==> src/rtl/game_pkg.sv <==
// Shared constants, state type and rate helper for the game speed controller.
// Rate 00 is the fastest divider ratio, 11 the slowest.
package game_pkg;

  localparam logic [1:0] RATE_FAST = 2'b00;
  localparam logic [1:0] RATE_SLOW = 2'b11;

  typedef enum logic {
    RUN    = 1'b0,
    PAUSED = 1'b1
  } state_t;

  // One saturating step; opposing requests cancel.
  function automatic logic [1:0] rate_step(
    input logic [1:0] rate,
    input logic       up,
    input logic       dn
  );
    logic [1:0] nxt;
    nxt = rate;
    unique case (1'b1)
      (up & ~dn): begin
        if (rate != RATE_FAST) nxt = rate - 2'd1;
      end
      (dn & ~up): begin
        if (rate != RATE_SLOW) nxt = rate + 2'd1;
      end
      default: nxt = rate;
    endcase
    return nxt;
  endfunction

endpackage

==> src/rtl/game_edge_det.sv <==
// Edge detector for the divided game clock.
// Keeps the previous sample; rise and toggle are combinational strobes.
module game_edge_det (
  input  logic clk,
  input  logic rst_n,
  input  logic clk_game,
  output logic rise,
  output logic toggle
);

  logic cg_q;

  // Previous clk_game sample, refreshed every cycle.
  always_ff @(posedge clk or negedge rst_n) begin
    if (!rst_n) cg_q <= 1'b0;
    else        cg_q <= clk_game;
  end

  assign rise   = clk_game & ~cg_q;
  assign toggle = clk_game ^ cg_q;

endmodule

==> src/rtl/game_speed_ctrl.sv <==
// Game speed controller: owns the divider rate select, commits changes
// only on clk_game toggles, and emits a pause-gated game_tick strobe.
module game_speed_ctrl
  import game_pkg::*;
#(
  parameter int unsigned AUTO_STEP  = 8,
  parameter logic [1:0]  RESET_RATE = 2'b10
) (
  input  logic       clk,
  input  logic       rst_n,
  input  logic       clk_game,
  input  logic       btn_faster,
  input  logic       btn_slower,
  input  logic       pause_tgl,
  input  logic       score_evt,
  input  logic       auto_en,
  output logic [1:0] clk_rate,
  output logic       game_tick,
  output logic       paused,
  output logic       rate_pending
);

  localparam logic [7:0] CNT_LAST = 8'(AUTO_STEP - 1);

  state_t     state;
  state_t     state_nxt;
  logic       run;
  logic [1:0] target_rate;
  logic [7:0] score_cnt;
  logic       rise;
  logic       toggle;
  logic       cnt_en;
  logic       auto_up;
  logic       step_up;
  logic       step_dn;

  game_edge_det u_edge (
    .clk      (clk),
    .rst_n    (rst_n),
    .clk_game (clk_game),
    .rise     (rise),
    .toggle   (toggle)
  );

  // Run/pause state register.
  always_ff @(posedge clk or negedge rst_n) begin
    if (!rst_n) state <= RUN;
    else        state <= state_nxt;
  end

  // Next state and request gating; requests only count while running.
  always_comb begin
    state_nxt = state;
    run       = 1'b0;
    cnt_en    = 1'b0;
    auto_up   = 1'b0;
    step_up   = 1'b0;
    step_dn   = 1'b0;
    unique case (state)
      RUN: begin
        run     = 1'b1;
        cnt_en  = auto_en & score_evt;
        auto_up = cnt_en & (score_cnt == CNT_LAST);
        step_up = btn_faster | auto_up;
        step_dn = btn_slower;
        if (pause_tgl) state_nxt = PAUSED;
      end
      PAUSED: begin
        if (pause_tgl) state_nxt = RUN;
      end
    endcase
  end

  // Score events toward the next automatic speed-up.
  always_ff @(posedge clk or negedge rst_n) begin
    if (!rst_n) begin
      score_cnt <= 8'd0;
    end else if (cnt_en) begin
      if (auto_up) score_cnt <= 8'd0;
      else         score_cnt <= score_cnt + 8'd1;
    end
  end

  // Requested rate; manual and auto up together still give one step.
  always_ff @(posedge clk or negedge rst_n) begin
    if (!rst_n) target_rate <= RESET_RATE;
    else        target_rate <= rate_step(target_rate, step_up, step_dn);
  end

  // Divider select only moves on a game-clock toggle, never mid-period.
  always_ff @(posedge clk or negedge rst_n) begin
    if (!rst_n)      clk_rate <= RESET_RATE;
    else if (toggle) clk_rate <= target_rate;
  end

  // Tick strobe uses the state before any same-cycle pause toggle.
  always_ff @(posedge clk or negedge rst_n) begin
    if (!rst_n) game_tick <= 1'b0;
    else        game_tick <= rise & run;
  end

  // Flag an uncommitted rate change.
  always_ff @(posedge clk or negedge rst_n) begin
    if (!rst_n) rate_pending <= 1'b0;
    else        rate_pending <= (target_rate != clk_rate);
  end

  assign paused = (state == PAUSED);

endmodule
==> config.mk <==
export PLATFORM = sky130hd
export DESIGN_NAME = game_speed_ctrl
export DESIGN_NICKNAME = d
export VERILOG_FILES = /design/src/rtl/game_pkg.sv /design/src/rtl/game_edge_det.sv /design/src/rtl/game_speed_ctrl.sv
export SDC_FILE = /design/constraint.sdc
export NUM_CORES = 1
export LEC_CHECK = 0
export BUFFER_PORTS_ARGS = -buffer_cell sky130_fd_sc_hd__buf_2
export CAP_MARGIN = 15
export CELL_PAD_IN_SITES_DETAIL_PLACEMENT = 0
export CELL_PAD_IN_SITES_GLOBAL_PLACEMENT = 1
export CORE_MARGIN = 2
export CORE_UTILIZATION = 42
export DETAILED_ROUTE_END_ITERATION = 12
export GPL_TIMING_DRIVEN = 0
export PLACE_DENSITY = 0.83
export REMOVE_ABC_BUFFERS = 1
export SKIP_LAST_GASP = 1
export SLEW_MARGIN = 25
export SYNTH_ARGS = -nofsm -noshare
export SYNTH_HDL_FRONTEND = slang
export SYNTH_SLANG_ARGS = --single-unit
==> constraint.sdc <==
create_clock -name clk -period 3.2 [get_ports clk]
set_clock_uncertainty 0.1 [all_clocks]
set_input_delay 0.16 -clock clk [delete_from_list [all_inputs] [get_ports clk]]
set_output_delay 0.16 -clock clk [all_outputs]
set_load 0.01 [all_outputs]
Word-level counts from Yosys, hierarchy flattened
Index checks and enable logic that the tools add are counted.
{ "op_classes": {"add_sub_neg": 3, "n_mul": 0, "n_div": 0, "magnitude_cmp": 0, "eq_ne": 5, "shift": 0, "n_mux": 12, "n_bitwise": 12, "reduce_logical": 3} }
{ "ops": {"columns": ["op", "count"], "rows": [
  ["8-bit by 1-bit adder with 8-bit output (second input constant)", 1],
  ["8-bit by 3-bit == test with 1-bit output (second input constant)", 1],
  ["8-bit 2-to-1 mux", 1],
  ["1-bit 2-to-1 mux", 7],
  ["1-bit AND", 6],
  ["2-bit 2-to-1 mux", 2],
  ["2-bit by 1-bit != test with 1-bit output (second input constant)", 2],
  ["1-bit NOT", 4],
  ["2-bit one-hot mux with 2 select lines", 1],
  ["2-bit nonzero test", 2],
  ["3-bit AND reduction", 1],
  ["2-bit by 1-bit adder with 2-bit output (second input constant)", 1],
  ["2-bit != test", 1],
  ["2-bit != test (second input constant)", 1],
  ["1-bit one-hot mux with 2 select lines", 1],
  ["2-bit by 1-bit subtractor with 2-bit output (second input constant)", 1],
  ["1-bit OR", 1],
  ["1-bit bitwise XOR", 1]
]} }
{ "word_totals": {"regBits": 16, "latchBits": 0, "ram_bits": 0, "romBits": 0, "in_bits": 8, "output_inout_bits": 5, "word_cells": 42, "mem_count": 0} }

Logic depth before layout (Yosys ltp)
Gate-level depths: netlist of run 1.
{ "depth": {"word_depth": 8, "ltp_mapped": 7, "depth_no_buf": 7} }

Modules after synthesis
A second synthesis of run 1 with hierarchy kept.
{ "unflattened": {"hier_cells": 71, "area_unflattened_um2": 803.3} }
{ "modules_own_cells": {"columns": ["mod", "instances", "cells_each", "area_each_um2", "seq_area_each_um2"], "rows": [
  ["game_speed_ctrl", 1, 67, 758.2, 377.9],
  ["game_edge_det", 1, 4, 45.0, 25.0]
]} }

Least setup slack after synthesis of run 1
OpenSTA, ideal clock, no wires.
{ "synth_timing": {"path_kind": "flip-flop to flip-flop", "from": "reg score_cnt[3]", "to": "reg target_rate[1]", "setup_ps": 81, "t_arrival_ps": 2173, "required_ps": 3019, "path_slack_ps": 846, "path_stages_with_launch": 7, "n_path_buf": 0, "period_less_slack_ps": 2354, "cell_sequence": "dfrtp_1 -> or4_4 -> nor4b_4 -> a21oi_1 -> ha_1 -> or4_1 -> o211ai_1"} }
{ "synth_between": {"elab_chain_cells": 8, "elab_cells_between_ends": 12, "cone_classes": "3 x eq/ne; 2 x mux; 5 x bitwise; 2 x reduce/logical"} }
{ "synth_rtl": {"columns": ["element", "line_no", "rtl"], "rows": [
  ["from (decl)", "game_speed_ctrl.sv:29", "logic [7:0] score_cnt;"],
  ["from (signal assigned)", "game_speed_ctrl.sv:80", "else score_cnt <= score_cnt + 8'd1;"],
  ["8-bit by 3-bit == test with 1-bit output (*)", "game_speed_ctrl.sv:63", "auto_up = cnt_en & (score_cnt == CNT_LAST);"],
  ["1-bit AND (*)", "game_speed_ctrl.sv:63", null],
  ["1-bit OR (*)", "game_speed_ctrl.sv:64", "step_up = btn_faster | auto_up;"],
  ["1-bit 2-to-1 mux (*)", "game_speed_ctrl.sv:59", "unique case (state)"],
  ["1-bit NOT", "game_pkg.sv:25", "(dn & ~up): begin"],
  ["1-bit AND", "game_pkg.sv:25", null],
  ["2-bit by 1-bit != test with 1-bit output (no source line) / 2-bit nonzero test (equally long branches)", null, null],
  ["3-bit AND reduction (no source line)", null, null],
  ["to (signal assigned)", "game_speed_ctrl.sv:87", "else target_rate <= rate_step(target_rate, step_up, step_dn);"],
  ["to (decl)", "game_speed_ctrl.sv:28", "logic [1:0] target_rate;"]
]} }
Every way passes the cells marked *; elsewhere a longest branch is shown, timed or not.
A chain may end at the register's enable or synchronous reset.

Worst setup path after layout of run 1
Same ends and word-level chain as after synthesis.

==> out/results.ini, run 1 <==
[synthesis]
synth_seq_area_share_pct=50.8
synth-seq-cells=16
synth_fa_ha_area_share_pct=6.31
syn_area_sq_um=793
synthCells=70
synth_top_family_by_area=simple AND/OR/NAND/NOR gates
ys_warn_count=0
synth-xor-area-share_pct=8.83
synth_mux_area_share_pct=2.84
synth_compound_area_share_pct=8.20
syn_avg_cell_area_sq_um=11.3
yosys.area_share.simple_pct=21.6
ys_types=26

[sta]
rsz0062_at_grt=no
worst_pin_slew_ns=0.367
post-route-min-period_ns=2.53
holdWs_ns=0.182
finalSetupViolCount=0
post-route-period-util_pct=79.1
max_slew_margin_pct=75.4
final_max_slew_viol_count=0
setup_tns_ns=0
final.setup.worst_slack_ns=0.667
timing.fmax_mhz=395
hold_viol_final=0

[detailed_routing]
vias=561
via_per_inst=4.92
drt_iter0_drc=6
avgRoutedWirePerCell_um=12.0
ant_nets=0
dr.pass1.iters=4
drcViolationCount=0
wl_um=1370

[global_routing]
antenna_found_initial=0
grt_pass1_wl_um=2430
grt_pass1_vias=562
grt.overflow.total=0
track_usage_pct=15.3
grt_max_degree=17

[die]
rows=15
dieArea_sq_mm=0.00225
die_w_um=47.5
coreArea_sq_mm=0.00175
start_util_pct=45.4
io_pins=13
die_h_um=47.5

[placement]
gp_congestion=0.685
numPortBuffers=12
placed_cells=107
placed_cell_area_sq_um=885
dp_hpwl_um=998
place_ws_ns=0.691

[cells_and_area]
fin_cells=114
multi_input_area_sq_um=379
regArea_sq_um=403
drive_gt1_share_pct=25.8
design_area_sq_um=951
final_util_pct=54.5
final_common_cell=dfrtp_1
syn_to_final_growth_pct=19.9
nFillCells=166
fin_nets=102
antenna_cells=0
final_cell_mix=dfrtp_1 (14), buf_2 (12), nand2_1 (9)

[critical_path]
worst-setup-path-type=reg2reg
end_kind=register
rr_startpoint=score_cnt[3]$_DFFE_PN0P_
worstPathRequired_ns=3.30
path_cells=or4_4, nor4b_4, a21oi_1, ha_1, or4_1, o211ai_1
worstPathArrival_ns=2.64
reg2reg_slack_ns=0.67
slowest_stage=or4_4
reg2reg_depth=6
critical_path.max_fanout=7
start_kind=register
slowest_delay_ns=0.57
r2r-end=target_rate[1]$_DFFE_PN1P_

[power]
powerDensity_mw_per_mm2=762
power.leakage_nw=0.456
ir_drop_v=0.000441
p_total_mw=0.725

[cts]
worstSkewPairLatency_ns=0.27
postCtsSetupRepairBufs=0
root_buffer=clkbuf_4
cts.path.max_buffers=2
numCtsBuffers=3
clk_pin_slew_ns=0.09
htreeDepth=1
numClockSinks=16
cts_tree=done

[worst_hold_path]
min_path_type=in2reg
hp-start=auto_en
holdPathEnd=score_cnt[0]$_DFFE_PN0P_
worstHoldPathCells=4

[job]
cap_violations=0

[outcome]
status=finished, final reports clean

-- area by class of cell --
class	count	share of cell area, %
clock buffer	4	3.82
inverter	3	1.18
multi-input combinational	51	39.9
sequential	16	42.4
tap	25	3.29
timing repair buffer	15	9.47
-- timing repair --
| item | CTS | global route |
|---|---|---|
| resized for setup | 0 | 0 |
| setup endpoints to repair | 0 | 0 |
| endpoints found under the hold margin | 18 | 0 |
| hold buffers | 3 | 0 |
-- sequential cells by signal, summed over array words and instances (netlist names) --
name	cells
clk_rate	2
game_tick	1
paused	1
rate_pending	1
score_cnt	8
target_rate	2
u_edge.cg_q	1
-- synthesized netlist by cell type (all sizes together) --
cell | n | area share, %
mux2 | 2 | 2.8
nor2b | 3 | 2.4
nand2b | 1 | 0.79
nand2 | 9 | 4.3
inv | 3 | 1.4
and3b | 1 | 1.1
nand4b | 1 | 1.9
nor3 | 2 | 1.3
o31ai | 1 | 0.95
xnor2 | 4 | 4.4
dfstp | 2 | 6.6
nor4b | 1 | 3.0
dfrtp | 14 | 44
xor2 | 4 | 4.4
ha | 4 | 6.3
o211ai | 1 | 0.95
or4 | 2 | 2.4
nor2 | 1 | 0.47
nand3b | 1 | 0.95
or3 | 1 | 0.79
nand4 | 3 | 2.4
a21o | 2 | 1.9
a21oi | 2 | 1.3
o21ai | 5 | 3.2
-- critical path: cells and delay by family (launching register included) --
family,cells,cell delay (ns)
AOI/OAI and AO/OA,2,0.25
adders and majority gates,1,0.23
DFF,1,0.46
and+or+nand+nor,3,1.43
-- routing by layer --
layer / GRT usage [%] / vias to the layer above / routed length [um]
met5: 0 / - / 0
met4: 5.00 / 0 / 12
met3: 2.26 / 2 / 51
met2: 24.3 / 10 / 642
met1: 21.5 / 262 / 661
li1: - / 287 / -
-- worst max-delay path by stage --
| stage | startpoint | to | slack (ns) | cells after the start |
|---|---|---|---|---|
| 2_1_floorplan | score_cnt[3]$_DFFE_PN0P_ | target_rate[1]$_DFFE_PN1P_ | 0.85 | 6 |
| 3_3_place_gp | score_cnt[3]$_DFFE_PN0P_ | target_rate[1]$_DFFE_PN1P_ | 0.72 | 6 |
| 3_5_place_dp | score_cnt[3]$_DFFE_PN0P_ | target_rate[1]$_DFFE_PN1P_ | 0.69 | 6 |
| 4_1_cts | score_cnt[3]$_DFFE_PN0P_ | target_rate[1]$_DFFE_PN1P_ | 0.67 | 6 |
| 5_1_grt | score_cnt[3]$_DFFE_PN0P_ | target_rate[1]$_DFFE_PN1P_ | 0.58 | 6 |
| 6_report | score_cnt[3]$_DFFE_PN0P_ | target_rate[1]$_DFFE_PN1P_ | 0.67 | 6 |
-- kinds of logic (layout without fill, tap and decap cells) --
family	Yosys count	in the layout
AOI/OAI and AO/OA	11	11
xor gates and xnor gates	8	8
adders and majority gates	4	4
buffers and inverters	3	22
DFF	16	16
muxes	2	2
and+or+nand+nor	26	26
-- power breakdown --
| part | internal (mW) | switching, mW | total [mW] |
|---|---|---|---|
| Sequential | 0.276 | 0.0726 | 0.349 |
| Clock | 0.0691 | 0.0607 | 0.130 |
| Combinational | 0.132 | 0.114 | 0.246 |
Note: power is estimated with default switching activity, not from simulation.
==> run 2: changes to the inputs <==
clock period = 2.4 ns   (was 3.2 ns; I/O delays follow)
==> run 2 against run 1 <==
Setup slack got worse by 0.63 ns. First-iteration DRC count increased by 83%. Count of clock-buffer cells in the layout unchanged. Register-to-register slack got worse by 0.63 ns. Maximum frequency increased by 7.2%. Critical endpoint unchanged. Largest power group unchanged.
==> out/results.ini, run 2 (synthesis gave the netlist of run 1 again) <==
[cells_and_area]
largest_reg_flops=8  ; unchanged
final_util_pct=58.2  ; +3.7 points
drive_gt1_share_pct=33.0  ; +7.1 points
fin_nets=107  ; +4.9%
final_cell_mix=dfrtp_1 (14), buf_2 (12), nand2_1 (9)
antenna_cells=0  ; unchanged
fin_cells=119  ; +4.4%
regMostFlops=score_cnt
final_common_cell=dfrtp_1
syn_to_final_growth_pct=28.1
design_area_sq_mm=0.00102  ; +6.8%
largest_registers=score_cnt x8, clk_rate x2, target_rate x2

[die]
die_h_um=47.5  ; unchanged
dieArea_sq_mm=0.00225  ; unchanged
die_w_um=47.5  ; unchanged
rows=15  ; unchanged
io_pins=13  ; unchanged
start_util_pct=45.4  ; unchanged
coreArea_sq_mm=0.00175  ; unchanged

[power]
power.leakage_nw=0.489  ; +7.2%
ir_drop_v=0.000644  ; +46%
powerDensity_mw_per_mm2=1010  ; +32%

[sta]
finalSetupViolCount=0  ; unchanged
post-route-min-period_ns=2.36  ; -0.169 ns
final_max_slew_viol_count=0  ; unchanged
hold_viol_final=0  ; unchanged
worst_pin_slew_ns=0.350  ; -0.0168 ns
post-route-period-util_pct=98.5  ; +19 points
holdWs_ns=0.146  ; -0.0358 ns
max_slew_margin_pct=76.7  ; +1.2 points
rsz0062_at_grt=yes
final.setup.worst_slack_ns=0.0368  ; -0.631 ns
timing.fmax_mhz=423  ; +7.2%

[global_routing]
grt.overflow.total=0  ; unchanged
grt_pass1_vias=601  ; +6.9%
grt_pass1_wl_um=2630  ; +8.2%
antenna_found_initial=0  ; unchanged
grt_max_degree=17  ; unchanged
track_usage_pct=16.4  ; +1.1 points

[cts]
htreeDepth=1  ; unchanged
numClockSinks=16  ; unchanged
root_buffer=clkbuf_4
cts.path.max_buffers=2  ; unchanged
worstSkewPairLatency_ns=0.28  ; about the same
cts_tree=done
clk_pin_slew_ns=0.10  ; about the same
numCtsBuffers=3  ; unchanged

[critical_path]
worst-setup-path-type=reg2reg
path_cells=or4_4, nor4b_4, a21o_1, ha_4, or4_1, o211ai_1
setup.worst_path.end=target_rate[1]$_DFFE_PN1P_
critical_path.max_fanout=5  ; -2
critPathTopFamily=simple AND/OR/NAND/NOR gates
r2r-end=target_rate[1]$_DFFE_PN1P_
slowest_delay_ns=0.54  ; -0.03 ns
slowest_stage=or4_4
reg2reg_depth=6  ; unchanged
crit_cells=6  ; unchanged
worstPathArrival_ns=2.47  ; -0.17 ns
reg2reg_slack_ns=0.04  ; -0.63 ns
end_kind=register
rr_startpoint=score_cnt[3]$_DFFE_PN0P_
start_kind=register
path_buf_inv=0  ; unchanged
startpoint=score_cnt[3]$_DFFE_PN0P_
worstPathRequired_ns=2.50  ; -0.80 ns

[placement]
placed_cell_area_sq_um=885  ; unchanged
placed_cells=107  ; unchanged
numPortBuffers=12  ; unchanged
dp_hpwl_um=998  ; unchanged
place_ws_ns=-0.109  ; -0.800 ns
gp_congestion=0.685  ; unchanged

[detailed_routing]
wl_um=1470  ; +7.2%
drt_iter0_drc=11  ; +5
vias=589  ; +5.0%
via_per_inst=4.95  ; +0.58%
drcViolationCount=0  ; unchanged
dr.pass1.iters=4  ; unchanged
avgRoutedWirePerCell_um=12.3  ; +2.7%
ant_nets=0  ; unchanged

[outcome]
status=finished, final reports clean

[worst_hold_path]
min_path_type=in2reg

[job]
cap_violations=0  ; unchanged

## run 2: cell types whose count changed in the layout (fill, tap and decap cells not counted), sizes merged
cell,delta
buf,+5
## run 2: what timing repair did
item / CTS / global route
hold buffers: 3 / 0
setup buffers: 5 / 0
setup endpoints to repair: 1 / 1
hold endpoints to repair: 18 / 0
gates resized for setup: 2 / 2
pin swaps: 2 / 1
gates cloned: 0 / 0
## run 2: report_power, final
| part | switching, mW | total [mW] | internal (mW) |
|---|---|---|---|
| Clock | 0.0855 | 0.178 | 0.0921 |
| Combinational | 0.175 | 0.383 | 0.208 |
| Sequential | 0.0920 | 0.460 | 0.369 |
| Total | 0.353 | 1.02 | 0.669 |
## run 2: layer usage
metal / vias up / track usage [%] / wire length, um
li1: 297 / - / -
met1: 282 / 23.4 / 711
met2: 8 / 25.9 / 699
met3: 2 / 2.26 / 44
met4: 0 / 5.00 / 12
met5: - / 0 / 0
## run 2: area by class of cell
| class | instances | area [sq um] |
|---|---|---|
| fillers | 162 | 729 |
| multi-input cells | 51 | 407 |
| flip-flops and latches | 16 | 403 |
| repair buffers | 20 | 128 |
| clock buffers | 4 | 36.3 |
| well taps | 25 | 31.3 |
| inverters | 3 | 11.3 |
## run 2: stage by stage
| step | power [mW] | setup TNS, ns |
|---|---|---|
| detailed placement | 0.798 | -0.109 |
| global placement | 0.780 | -0.0794 |
| CTS | 1.01 | -0.0125 |
| global route | 1.10 | -0.0142 |
| floorplan | 0.695 | 0 |
| finish | 1.02 | 0 |
## run 2: worst min path at each step
stage	to	cells past startpoint	start
after floorplan	clk_rate[0]$_DFFE_PN0P_	0	rst_n
after global placement	target_rate[0]$_DFFE_PN0P_	1	rst_n
after detailed placement	target_rate[0]$_DFFE_PN0P_	1	rst_n
after CTS	score_cnt[1]$_DFFE_PN0P_	4	auto_en
after global routing	score_cnt[0]$_DFFE_PN0P_	4	auto_en
final	score_cnt[0]$_DFFE_PN0P_	4	auto_en
## run 2: worst register-to-register path, cell delays in order, from the launching register on
cell      delay, ns
dfrtp_1        0.39
or4_4          0.54
nor4b_4        0.33
a21o_1         0.16
ha_4           0.21
or4_1          0.39
o211ai_1       0.17
